### config.mk
export PLATFORM = sky130hd
export DESIGN_NAME = axis_reg_chain
export DESIGN_NICKNAME = d
export VERILOG_FILES = /design/src/rtl/axis_reg_chain.sv
export SDC_FILE = /design/constraint.sdc
export NUM_CORES = 1
export LEC_CHECK = 0
export ABC_CLOCK_PERIOD_IN_PS = 2150
export BUFFER_PORTS_ARGS = -buffer_cell sky130_fd_sc_hd__buf_2
export CAP_MARGIN = 20
export CORE_ASPECT_RATIO = 1.5
export CORE_MARGIN = 2
export CORE_UTILIZATION = 24
export DETAILED_ROUTE_END_ITERATION = 16
export GPL_ROUTABILITY_DRIVEN = 0
export PLACE_DENSITY_LB_ADDON = 0.3
export SYNTH_ARGS = -nofsm -noshare
export SYNTH_HDL_FRONTEND = slang
export SYNTH_SLANG_ARGS = --single-unit
### constraint.sdc
create_clock -name clk_i -period 2.15 [get_ports clk_i]
set_clock_uncertainty 0.2 [all_clocks]
set_input_delay 0.1075 -clock clk_i [delete_from_list [all_inputs] [get_ports clk_i]]
set_output_delay 0.1075 -clock clk_i [all_outputs]
set_load 0.005 [all_outputs]
### src/rtl/axis_reg_chain.sv
// Cascaded valid/ready register slices: transparent, forward-registered or skid-buffered.
// Define AXIS_REG_CHAIN_LEVEL_EN to add the level_o occupancy counter port.
module axis_reg_chain #(
   parameter int DataWidth = 16,
   parameter int Stages    = 2,
   parameter int Mode      = 1
) (
   input  logic                 clk_i,
   input  logic                 rst_i,
   input  logic                 flush_i,
   input  logic [DataWidth-1:0] s_data_i,
   input  logic                 s_valid_i,
   output logic                 s_ready_o,
   input  logic                 m_ready_i,
   output logic                 m_valid_o,
   output logic [DataWidth-1:0] m_data_o
`ifdef AXIS_REG_CHAIN_LEVEL_EN
   ,
   output logic [$clog2(2*Stages+1)-1:0] level_o
`endif
);

   generate
      if (Mode == 0) begin : g_wire
         assign m_valid_o = s_valid_i;
         assign m_data_o  = s_data_i;
         assign s_ready_o = m_ready_i;
      end else if (Mode == 1) begin : g_fwd
         logic                 vld [Stages];
         logic [DataWidth-1:0] dat [Stages];
         logic                 rdy [Stages];

         // Ready ripples back from the sink through every slice in one cycle.
         always_comb begin : ready_chain
            logic r;
            r = m_ready_i;
            for (int k = Stages - 1; k >= 0; k--) begin
               r      = !vld[k] || r;
               rdy[k] = r;
            end
         end

         for (genvar k = 0; k < Stages; k++) begin : g_stage
            logic                 in_vld;
            logic [DataWidth-1:0] in_dat;
            logic                 vld_q;
            logic [DataWidth-1:0] dat_q;

            if (k == 0) begin : g_head
               assign in_vld = s_valid_i;
               assign in_dat = s_data_i;
            end else begin : g_body
               assign in_vld = vld[k-1];
               assign in_dat = dat[k-1];
            end

            always_ff @(posedge clk_i or posedge rst_i) begin
               if (rst_i) begin
                  vld_q <= 1'b0;
                  dat_q <= '0;
               end else if (flush_i) begin
                  vld_q <= 1'b0;
               end else if (rdy[k]) begin
                  vld_q <= in_vld;
                  if (in_vld) dat_q <= in_dat;
               end
            end

            assign vld[k] = vld_q;
            assign dat[k] = dat_q;
         end

         assign s_ready_o = rdy[0] && !flush_i;
         assign m_valid_o = vld[Stages-1] && !flush_i;
         assign m_data_o  = dat[Stages-1];
      end else begin : g_skid
         typedef enum logic {PASS, SKID} skid_state_e;

         logic                 mv  [Stages];
         logic [DataWidth-1:0] md  [Stages];
         logic                 rdy [Stages];

         for (genvar k = 0; k < Stages; k++) begin : g_stage
            logic                 in_vld;
            logic [DataWidth-1:0] in_dat;
            logic                 out_rdy;
            logic                 in_fire;
            logic                 out_fire;
            skid_state_e          state;
            logic                 rdy_q;
            logic                 mv_q;
            logic [DataWidth-1:0] md_q;
            logic [DataWidth-1:0] sd_q;

            if (k == 0) begin : g_head
               assign in_vld = s_valid_i;
               assign in_dat = s_data_i;
            end else begin : g_body
               assign in_vld = mv[k-1];
               assign in_dat = md[k-1];
            end

            if (k == Stages - 1) begin : g_tail
               assign out_rdy = m_ready_i;
            end else begin : g_mid
               assign out_rdy = rdy[k+1];
            end

            assign in_fire  = in_vld && rdy_q && !flush_i;
            assign out_fire = mv_q && out_rdy && !flush_i;

            // Skid slot absorbs the beat that arrives while main is stalled;
            // ready drops the following cycle since it only depends on state.
            always_ff @(posedge clk_i or posedge rst_i) begin
               if (rst_i) begin
                  state <= PASS;
                  rdy_q <= 1'b1;
                  mv_q  <= 1'b0;
                  md_q  <= '0;
                  sd_q  <= '0;
               end else if (flush_i) begin
                  state <= PASS;
                  rdy_q <= 1'b1;
                  mv_q  <= 1'b0;
               end else begin
                  case (state)
                     PASS: begin
                        if (in_fire) begin
                           if (!mv_q || out_fire) begin
                              mv_q <= 1'b1;
                              md_q <= in_dat;
                           end else begin
                              sd_q  <= in_dat;
                              state <= SKID;
                              rdy_q <= 1'b0;
                           end
                        end else if (out_fire) begin
                           mv_q <= 1'b0;
                        end
                     end
                     SKID: begin
                        if (out_fire) begin
                           md_q  <= sd_q;
                           state <= PASS;
                           rdy_q <= 1'b1;
                        end
                     end
                  endcase
               end
            end

            assign mv[k]  = mv_q;
            assign md[k]  = md_q;
            assign rdy[k] = rdy_q;
         end

         assign s_ready_o = rdy[0] && !flush_i;
         assign m_valid_o = mv[Stages-1] && !flush_i;
         assign m_data_o  = md[Stages-1];
      end

`ifdef AXIS_REG_CHAIN_LEVEL_EN
      if (Mode == 0) begin : g_level_none
         assign level_o = '0;
      end else begin : g_level
         localparam int LevelW = $clog2(2*Stages+1);
         logic [LevelW-1:0] level_q;
         logic              in_acc;
         logic              out_acc;

         assign in_acc  = s_valid_i && s_ready_o;
         assign out_acc = m_valid_o && m_ready_i;

         always_ff @(posedge clk_i or posedge rst_i) begin
            if (rst_i) begin
               level_q <= '0;
            end else if (flush_i) begin
               level_q <= '0;
            end else if (in_acc && !out_acc) begin
               level_q <= level_q + LevelW'(1);
            end else if (!in_acc && out_acc) begin
               level_q <= level_q - LevelW'(1);
            end
         end

         assign level_o = level_q;
      end
`endif
   endgenerate

endmodule

# Word-level counts from Yosys, hierarchy flattened

Cells that the tools add are included.

Output and inout bits: 18
Memories: 0
RAM bits: 0
Memory bits (read-only): 0
Bits in registers: 34
Bits in latches: 0
Logic and storage cells: 20
Input bits: 21

Muxes and demuxes: 4
Shift-type cells: 0
Magnitude comparators: 0
Equality and inequality tests: 0
Reduce and logical (&&, ||, !) cells: 11
Bitwise operators: 1
Div/mod/pow operators: 0
$add $sub $neg: 0
Multiply operators: 0

Operators by type and width:

| cell                | number |
|---|---|
| AND reduction 3 bit | 2 |
| two-way mux 1 bit   | 4 |
| nonzero test 2 bit  | 2 |
| logical NOT 1 bit   | 3 |
| logical AND 1 bit   | 2 |
| logical OR 1 bit    | 2 |
| NOT 1 bit           | 1 |

# Depth between registers and ports, before layout

Gate-level depths: netlist of the first run.

Depth in word-level cells: 5
Depth in mapped cells: 5
Mapped depth without buffers: 3

# Worst setup path after synthesis of the first run

No wires, ideal clock.

Path kind: reg2reg
Start: register g_fwd.g_stage[1].vld_q
End: register g_fwd.g_stage[1].dat_q[0] (netlist: m_data_o[0])
Path slack: 334 ps
Period minus slack after synthesis: 1,816 ps
Setup time: 125 ps
Cell stages (with the launch flop): 5
Data arrival time: 1,491 ps
Required time: 1,825 ps
Path through: dfrtp_1 > and2b_2 > nor3b_2 > buf_4 > mux2_2

Cells in the longest elaborated chain, start to end: 3

Ends and longest elaborated chain:

| element                       | RTL line | text |
|---|---|---|
| from (decl)                   | 46       | `logic vld_q;` |
| from (signal assigned)        | 64       | `vld_q <= in_vld;` |
| logical NOT 1 bit             | 38       | `r = !vld[k] \|\| r;` |
| logical OR 1 bit              | 38       |  |
| AND reduction 3 bit (no line) | n/a      |  |
| to (signal assigned)          | 65       | `if (in_vld) dat_q <= in_dat;` |
| to (decl)                     | 47       | `logic [DataWidth-1:0] dat_q;` |

Every way passes these cells.
A chain may end at the register's enable or synchronous reset.

# Worst setup path after layout of the first run

Start: register g_fwd.g_stage[1].vld_q
End: register g_fwd.g_stage[0].dat_q[3]

Cells in the longest elaborated chain, start to end: 4

Ends and longest elaborated chain:

| element                        | RTL line |
|---|---|
| logical NOT 1 bit              | 38 |
| logical OR 1 bit (2 in series) | 38 |
| AND reduction 3 bit (no line)  | n/a |
| to (signal assigned)           | 65 |
| to (decl)                      | 47 |

Every way passes these cells.

==> metrics.yaml, run 1 <==
run_status:
  status: "finished clean"
floorplanning:
  core_um2: 5450
  die_x_um: 65.4
  dieArea_um2: 6280
  boundaryPins: 39
  row_count: 33
  start_util_pct: 24.9
  die_y_um: 96.0
sta:
  fmax_mhz: 552
  worst_slack_ns: 0.338
  grt_setup_unrepaired: "no"
  worst_pin_slew_ns: 0.417
  drv_slew: 0
  hold_viol: 0
  post-route-period-util_pct: 84.3
  period_needed_ns: 1.81
  setup_viol: 0
  timing.setup.tns_ns: 0
  relSlewSlack_pct: 72.2
synth:
  ys_ff_latch: 34
  synth_nets: 101
  synth_area_per_cell_um2: 16.9
  synthCells: 80
  synth_area_um2: 1360
  synth_cell_types: 13
  synth.yosys.seq_area_share_pct: 62.8
  ys_warn_count: 0
grt:
  met2_usage_pct: 15.4
  grt_pass1_vias: 927
  antenna_found_initial: 0
  grt_overflow_total: 0
  grt_use_met3_pct: 2.92
  grt_usage_pct: 8.62
  grt.busiest_layer: "met2"
  grt_start_max_net_pins: 35
  grt_first_pass_wirelength_um: 4040
  met1_usage_pct: 8.73
power:
  p_per_area_nw_per_um2: 867
  p_sw_uw: 392
  total_power_uw: 1650
  power_frac_comb_pct: 20.6
  internal_power_uw: 1260
  seqPwrFrac_pct: 50.8
  p_leak_uw: 0.000918
  p_clk_share_pct: 28.6
  switching_share_pct: 23.7
  ir_worst_vdd_mv: 0.209
place:
  place_ws_ns: 0.339
  port_buffers: 38
  dp_cells: 188
clock_tree:
  worstSkewPairLatency_ns: 0.27
  cts_tree: "built"
  postCtsSetupRepairBufs: 0
  clkSinkCount: 34
  root_buffer: "clkbuf_8"
  htreeDepth: 2
  numCtsBuffers: 5
  cts_resized: 0
  clkTransAtPathRegs_ns: 0.06
  clk_path_buf_depth: 2
route:
  postRouteAntennaNets: 0
  first_pass_iters: 2
  drt_iter0_drc: 26
  wl_um: 2520
  routed_via_density: 3.98
  drc: 0
  avgRoutedWirePerCell_um: 11.7
  vias: 860
cells_and_area:
  diodes: 0
  fin_nets: 166
  final_cell_mix: "buf_2 (38), dfrtp_1 (34), mux2_2 (22), dlygate4sd3_1 (20), mux2_4 (10)"
  final_common_cell: "buf_2"
  drive_gt1_share_pct: 56.2
  n_fill_cell: 543
  stdcell_count: 216
  area_delta_synth_final_pct: 40.8
hold_path:
  hold_path_class: "in -> reg"
setup_path:
  r2r_setup_slack_ns: 0.34
  cp-end-kind: "flip-flop"
  crit_required_ns: 2.11
  critical_path_class: "reg -> reg"
  crit_arrival_ns: 1.77
  path_max_fanout: 16
  worstSetupStartpointType: "flip-flop"
job:
  cap_violations: 0
layer usage:
| metal | vias to the layer above | wire length (µm) |
|---|---|---|
| li1 | 403 | - |
| met1 | 425 | 1040 |
| met2 | 28 | 1290 |
| met3 | 4 | 146 |
| met4 | 0 | 44 |
| met5 | - | 0 |
state kept, by name, indices dropped and copies added, names as in the netlist:
| register | count |
|---|---|
| g_fwd.g_stage.dat_q | 16 |
| m_data_o | 16 |
| g_fwd.g_stage.vld_q | 2 |
power groups by stage:
stage / Sequential (µW) / Combinational, µW / Clock, µW
finish: 841 / 341 / 473
global route: 863 / 376 / 529
CTS: 844 / 351 / 498
detailed placement: 856 / 323 / 0
global placement: 849 / 317 / 0
floorplan: 856 / 176 / 0
worst max-delay path: stages (launching register included):
cell,delay [ns]
dfrtp_1,0.38
and3b_1,0.21
or3b_1,0.35
buf_4,0.23
mux2_4,0.32
Yosys cell counts:
cell type | number | area, µm²
mux2_2 | 22 | 248
inv_1 | 1 | 3.75
mux2_4 | 10 | 150
buf_12 | 1 | 20.0
and2b_2 | 1 | 8.76
buf_4 | 1 | 7.51
buf_6 | 1 | 11.3
dfrtp_1 | 34 | 851
nor2_1 | 5 | 18.8
and3b_1 | 1 | 8.76
nor3b_2 | 1 | 12.5
nor2b_1 | 1 | 6.26
or3b_1 | 1 | 8.76
through the flow:
stage                     util (%)  area (µm²)  hold WS (ns)
after floorplan                  -        1360       -0.0261
after global placement        29.7        1620       0.00836
after detailed placement      29.7        1620        0.0242
after CTS                     35.0        1910         0.103
after global routing          35.0        1910         0.110
final                         35.0        1910         0.110
logic make-up after synthesis:
family                 share of synthesized area [%]
flip-flops                                      62.8
multiplexers                                    29.4
AND/OR/NAND/NOR                                 4.71
buffers and inverters                           3.14
layout make-up:
| class | instances | area [µm²] | area share [%] |
|---|---|---|---|
| clock buffers | 7 | 86.3 | 4.52 |
| clock inverters | 1 | 5.00 | 0.262 |
| inverters | 1 | 3.75 | 0.197 |
| multi-input cells | 42 | 462 | 24.2 |
| flip-flops and latches | 34 | 851 | 44.6 |
| well taps | 70 | 87.6 | 4.59 |
| repair buffers | 61 | 413 | 21.6 |
timing repair:
action,CTS,global route
hold buffers,20,0
setup endpoints to repair,0,0
endpoints found under the hold margin,52,0
worst paths after layout:
path,start,to,cells after the start
max,g_fwd.g_stage[1].vld_q$_DFFE_PP0P_,g_fwd.g_stage[0].dat_q[3]$_DFFE_PP0P_,4
min,m_ready_i,g_fwd.g_stage[1].vld_q$_DFFE_PP0P_,4
max reg2reg,g_fwd.g_stage[1].vld_q$_DFFE_PP0P_,g_fwd.g_stage[0].dat_q[3]$_DFFE_PP0P_,4
min reg2reg,m_data_o[11]$_DFFE_PP0P_,m_data_o[11]$_DFFE_PP0P_,1
max in group asynchronous,rst_i,g_fwd.g_stage[0].dat_q[3]$_DFFE_PP0P_,4
min in group asynchronous,rst_i,g_fwd.g_stage[0].dat_q[14]$_DFFE_PP0P_,4
(Power assumes the default switching activity.)
==> inputs of run 2 (changes only) <==
ABC_CLOCK_PERIOD_IN_PS = 1680   (was 2150)
clock period = 1.68 ns   (was 2.15 ns; I/O delays follow)
==> run 2 against run 1 <==
  * The run now ends with setup timing left
  * Hold slack worse by 0.015 ns
  * Design area increased by 8.8%
  * Maximum frequency rose by 1.4%
  * Combinational power is 56% higher
  * Sequential share of layout area fell by 3.6 points
  * Wire length rose by 10%
  * Die area is the same
  * Count of clock-buffer cells in the layout up 1
  * Largest power group unchanged
  * Highest routed layer unchanged
==> metrics.yaml, run 2 (synthesized netlist as in run 1, its figures left out) <==
cells_and_area:
  diodes: 0  # unchanged
  final_util_pct: 38.1  # +3.1 points
  final_cell_mix: "buf_2 (38), dfrtp_1 (34), mux2_4 (26), dlygate4sd3_1 (19), clkbuf_8 (8)"
  final_area_um2: 2080  # +8.8%
  final_common_cell: "buf_2"
  fin_nets: 173  # +4.2%
  area_delta_synth_final_pct: 53.2
  drive_gt1_share_pct: 60.8  # +4.6 points
route:
  postRouteAntennaNets: 0  # unchanged
  routed_via_density: 3.99  # +0.24%
  drc: 0  # unchanged
  wl_um: 2790  # +10%
  first_pass_iters: 3  # +1
  avgRoutedWirePerCell_um: 12.5  # +6.9%
  vias: 890  # +3.5%
  drt_iter0_drc: 12  # -54%
sta:
  setup_viol: 33  # +33
  period_needed_ns: 1.79  # -0.0256 ns
  hold_viol: 0  # unchanged
  timing.setup.tns_ns: -2.73  # -2.73 ns
  relSlewSlack_pct: 72.0  # -0.20 points
  grt_setup_unrepaired: "yes"
  drv_slew: 0  # unchanged
  worst_pin_slew_ns: 0.420  # +0.00295 ns
  post-route-period-util_pct: 106  # +22 points
  worst_slack_ns: -0.106  # -0.444 ns
  fmax_mhz: 560  # +1.4%
floorplanning:
  boundaryPins: 39  # unchanged
  core_um2: 5450  # unchanged
  row_count: 33  # unchanged
  die_x_um: 65.4  # unchanged
  die_y_um: 96.0  # unchanged
  start_util_pct: 24.9  # unchanged
  dieArea_um2: 6280  # unchanged
hold_path:
  hold_path_class: "in -> reg"
clock_tree:
  worstSkewPairLatency_ns: 0.28  # about the same
  htreeDepth: 2  # unchanged
  clkTransAtPathRegs_ns: 0.07  # about the same
  cts_tree: "built"
  clk_path_buf_depth: 2  # unchanged
  clkSinkCount: 34  # unchanged
  root_buffer: "clkbuf_8"
  numCtsBuffers: 5  # unchanged
power:
  p_leak_uw: 0.00103  # +12%
  p_per_area_nw_per_um2: 1120  # +29%
  ir_worst_vdd_mv: 0.482  # +130%
run_status:
  status: "complete, but fails checks"
  violations: "setup timing"
setup_path:
  critical_path_class: "reg -> reg"
  crit_required_ns: 1.64  # -0.47 ns
  r2r_setup_slack_ns: -0.11  # -0.44 ns
  path_max_fanout: 10  # -6
  crit_arrival_ns: 1.75  # -0.02 ns
  worstSetupStartpointType: "flip-flop"
  cp-end-kind: "flip-flop"
job:
  cap_violations: 0  # unchanged
place:
  postPlaceCellArea_um2: 1700  # +5.3%
  dpl.hpwl_um: 1970
  port_buffers: 38  # unchanged
  place_ws_ns: -0.109  # -0.449 ns
grt:
  grt_usage_pct: 9.99  # +1.4 points
  grt_start_max_net_pins: 35  # unchanged
  antenna_found_initial: 0  # unchanged
  grt_first_pass_wirelength_um: 4720  # +17%
  grt_overflow_total: 0  # unchanged
  grt_pass1_vias: 1007  # +8.6%
[run 2: per-layer routing]
| metal | GRT usage, % | wire length, µm |
|---|---|---|
| met5 | 0 | 0 |
| met4 | 5.73 | 56 |
| met3 | 1.75 | 101 |
| met2 | 16.9 | 1440 |
| met1 | 11.8 | 1180 |
[run 2: what timing repair did]
item | in CTS | in global routing
hold buffers | 18 | 1
pin swaps | 1 | 1
gates resized for setup | 14 | 2
setup endpoints to repair | 32 | 32
hold endpoints to repair | 52 | 2
buffers inserted | 1 | 1
[run 2: path summary, 6_finish.rpt]
path                                                  startpoint                                endpoint  cells after the start
max                           g_fwd.g_stage[1].vld_q$_DFFE_PP0P_   g_fwd.g_stage[0].dat_q[1]$_DFFE_PP0P_                      4
min in group asynchronous                                  rst_i  g_fwd.g_stage[0].dat_q[15]$_DFFE_PP0P_                      4
max reg2reg                   g_fwd.g_stage[1].vld_q$_DFFE_PP0P_   g_fwd.g_stage[0].dat_q[1]$_DFFE_PP0P_                      4
max in group asynchronous                                  rst_i                 m_data_o[6]$_DFFE_PP0P_                      4
min reg2reg                g_fwd.g_stage[0].dat_q[9]$_DFFE_PP0P_   g_fwd.g_stage[0].dat_q[9]$_DFFE_PP0P_                      1
min                                                    m_ready_i      g_fwd.g_stage[1].vld_q$_DFFE_PP0P_                      4
[run 2: area by class of cell]
class,count,area [µm²]
Fill cell,550,3370
Sequential cell,34,851
Multi-Input combinational cell,42,533
Timing Repair Buffer,68,490
Clock buffer,8,110
Tap cell,70,87.6
Inverter,1,3.75
[run 2: power breakdown]
part	leakage, µW	internal (µW)	switching [µW]
clock	0.0000575	414	284
sequential	0.000405	997	97.7
combinational	0.000564	371	160
total	0.00103	1780	542
[run 2: critical path: stages (launching register included)]
cell	delay (ns)
dfrtp_1	0.40
and3b_1	0.19
or3b_4	0.41
buf_12	0.17
mux2_4	0.29
[run 2: per-stage QoR]
step                      hold slack, ns  power [µW]  std cells
after global placement           -0.0146        1550        194
after CTS                        -0.0831        2360        221
after global routing               0.162        2460        223
after detailed placement        -0.00125        1580        194
after floorplan                  -0.0496        1370         80
final                             0.0956        2320        223
==> inputs of run 3 (changes only) <==
GPL_ROUTABILITY_DRIVEN = 1   (was 0)
PLACE_DENSITY = 0.39   (was unset)
PLACE_DENSITY_LB_ADDON = unset   (was 0.3)
==> run 3 against run 2 <==
  * The run still ends with setup timing left
  * Utilization shrank 0.55 points
  * Count of clock-buffer cells in the layout shrank 1
  * Sequential power is essentially flat
  * Power shrank 4.2%
  * Critical path depth is the same
  * Non-clock buffer count is the same
  * Design area shrank 1.4%
  * Largest cell class unchanged
==> metrics.yaml, run 3 (synthesized netlist as in run 1, its figures left out) <==
grt:
  grt_usage_pct: 10.1  # +0.061 points
  grt_pass1_vias: 974  # -3.3%
  grt_overflow_total: 0  # unchanged
  grt_start_max_net_pins: 35  # unchanged
  antenna_found_initial: 0  # unchanged
  grt_first_pass_wirelength_um: 4630  # -1.9%
setup_path:
  regToRegStartpoint: "g_fwd.g_stage[1].vld_q$_DFFE_PP0P_"
  crit_required_ns: 1.64  # about the same
  worstSetupStartpointType: "flip-flop"
  path_max_fanout: 8  # -2
  cp-end-kind: "flip-flop"
  crit_arrival_ns: 1.71  # -0.04 ns
  critical_path_class: "reg -> reg"
  critPathLaunch: "g_fwd.g_stage[1].vld_q$_DFFE_PP0P_"
clock_tree:
  cts_tree: "built"
  worstSkewPairLatency_ns: 0.27  # about the same
  clkTransAtPathRegs_ns: 0.07  # about the same
  clkSinkCount: 34  # unchanged
  clk_path_buf_depth: 2  # unchanged
  htreeDepth: 2  # unchanged
  root_buffer: "clkbuf_8"
  numCtsBuffers: 5  # unchanged
route:
  avgRoutedWirePerCell_um: 12.4  # -0.50%
  drt_iter0_drc: 25  # +13
  postRouteAntennaNets: 0  # unchanged
  vias: 878  # -1.3%
  routed_via_density: 3.94  # -1.3%
  drc: 0  # unchanged
  first_pass_iters: 3  # unchanged
  wl_um: 2770  # -0.50%
sta:
  setup_viol: 16  # -52%
  drv_slew: 0  # unchanged
  post-route-period-util_pct: 104  # -2.5 points
  worst_slack_ns: -0.0637  # +0.0423 ns
  fmax_mhz: 573  # +2.4%
  hold_viol: 0  # unchanged
  grt_setup_unrepaired: "yes"
  timing.setup.tns_ns: -0.742  # +1.98 ns
  period_needed_ns: 1.74  # -0.0423 ns
  relSlewSlack_pct: 71.2  # -0.81 points
  worst_pin_slew_ns: 0.432  # +0.0122 ns
floorplanning:
  die_y_um: 96.0  # unchanged
  boundaryPins: 39  # unchanged
  row_count: 33  # unchanged
  start_util_pct: 24.9  # unchanged
  die_x_um: 65.4  # unchanged
  core_um2: 5450  # unchanged
  dieArea_um2: 6280  # unchanged
cells_and_area:
  final_cell_mix: "buf_2 (38), dfrtp_1 (34), mux2_4 (26), dlygate4sd3_1 (19), buf_4 (7)"
  multi_input_area_um2: 531  # -0.47%
  seq_area_um2: 851  # unchanged
  fin_nets: 173  # unchanged
  drive_gt1_share_pct: 59.5  # -1.3 points
  area_delta_synth_final_pct: 51.0
  final_common_cell: "buf_2"
  n_fill_cell: 565  # +2.7%
  diodes: 0  # unchanged
run_status:
  violations: "setup timing"
  status: "complete, but fails checks"
place:
  port_buffers: 38  # unchanged
  globalplace.congestion: 0.625
  dpl.hpwl_um: 1850  # -6.1%
  place_ws_ns: -0.109  # -0.0000720 ns
power:
  ir_worst_vdd_mv: 0.493  # +2.2%
  p_per_area_nw_per_um2: 1090  # -2.8%
  p_leak_uw: 0.00101  # -1.2%
  p_sw_uw: 530  # -2.0%
  power_frac_comb_pct: 23.5  # +0.7 points
  p_clk_share_pct: 27.5  # -2.5 points
  switching_share_pct: 23.8  # +0.51 points
  internal_power_uw: 1700  # -4.8%
  seqPwrFrac_pct: 49.0  # +1.9 points
hold_path:
  hold_path_class: "in -> reg"
  hold_path_startpoint: "flush_i"
job:
  cap_violations: 0  # unchanged
## run 3: changes by cell type in the layout (fill, tap and decap cells not counted), sizes merged
cell	previous run	this run
clkbuf	8	7
clkinv	0	1
## run 3: worst max-delay path, cell delays in order, from the launching register on
cell and delay, ns:
dfrtp_1 0.39, and3b_1 0.19, or3b_4 0.40, buf_8 0.16, mux2_4 0.29
## run 3: repair_timing
item,CTS,global route
hold buffers,19,0
pin swaps,2,1
endpoints found under the setup margin,25,32
endpoints found under the hold margin,52,0
setup buffers,2,2
resized for setup,6,7
## run 3: power by group through the flow
stage          sequential [µW]  combinational, µW  clock, µW
2_1_floorplan             1100                266          0
3_3_place_gp              1100                452          0
3_5_place_dp              1100                457          0
4_1_cts                   1090                501        639
5_1_grt                   1120                572        687
6_report                  1090                524        612
## run 3: area by class of cell
cell class                      instances  area share, %
Inverter                                1          0.183
Sequential cell                        34           41.6
Clock buffer                            7           4.22
Clock inverter                          1          0.245
Timing Repair Buffer                   68           23.5
Tap cell                               70           4.28
Multi-Input combinational cell         42           25.9
## run 3: per-stage QoR
| step | cell area (µm²) | power [µW] | util (%) | hold WS [ns] | instances |
|---|---|---|---|---|---|
| final | 2050 | 2230 | 37.5 | 0.194 | 223 |
| after CTS | 2000 | 2230 | 36.8 | 0.0801 | 221 |
| after detailed placement | 1690 | 1560 | 30.9 | 0.0142 | 192 |
| after floorplan | 1400 | 1370 | - | -0.0496 | 80 |
| after global routing | 2050 | 2380 | 37.5 | 0.185 | 223 |
| after global placement | 1690 | 1550 | 30.9 | -0.00301 | 192 |
## run 3: metal layers
| metal | global-route usage, % | vias up | share of wire [%] |
|---|---|---|---|
| li1 | - | 417 | - |
| met1 | 12.7 | 430 | 47 |
| met2 | 15.2 | 25 | 47 |
| met3 | 3.74 | 6 | 4.7 |
| met4 | 4.69 | 0 | 1.9 |
| met5 | 0 | - | 0 |
## run 3: path summary, 6_finish.rpt
kind / end / depth (start not counted) / slack (ns)
worst min register to register: m_data_o[9]$_DFFE_PP0P_ / 1 / 0.30
worst min-delay path: m_data_o[7]$_DFFE_PP0P_ / 4 / 0.19
worst max register to register: g_fwd.g_stage[0].dat_q[12]$_DFFE_PP0P_ / 4 / -0.06
worst max-delay path: g_fwd.g_stage[0].dat_q[12]$_DFFE_PP0P_ / 4 / -0.06
min in group asynchronous: m_data_o[7]$_DFFE_PP0P_ / 4 / 0.25
max in group asynchronous: g_fwd.g_stage[0].dat_q[15]$_DFFE_PP0P_ / 4 / 0.71
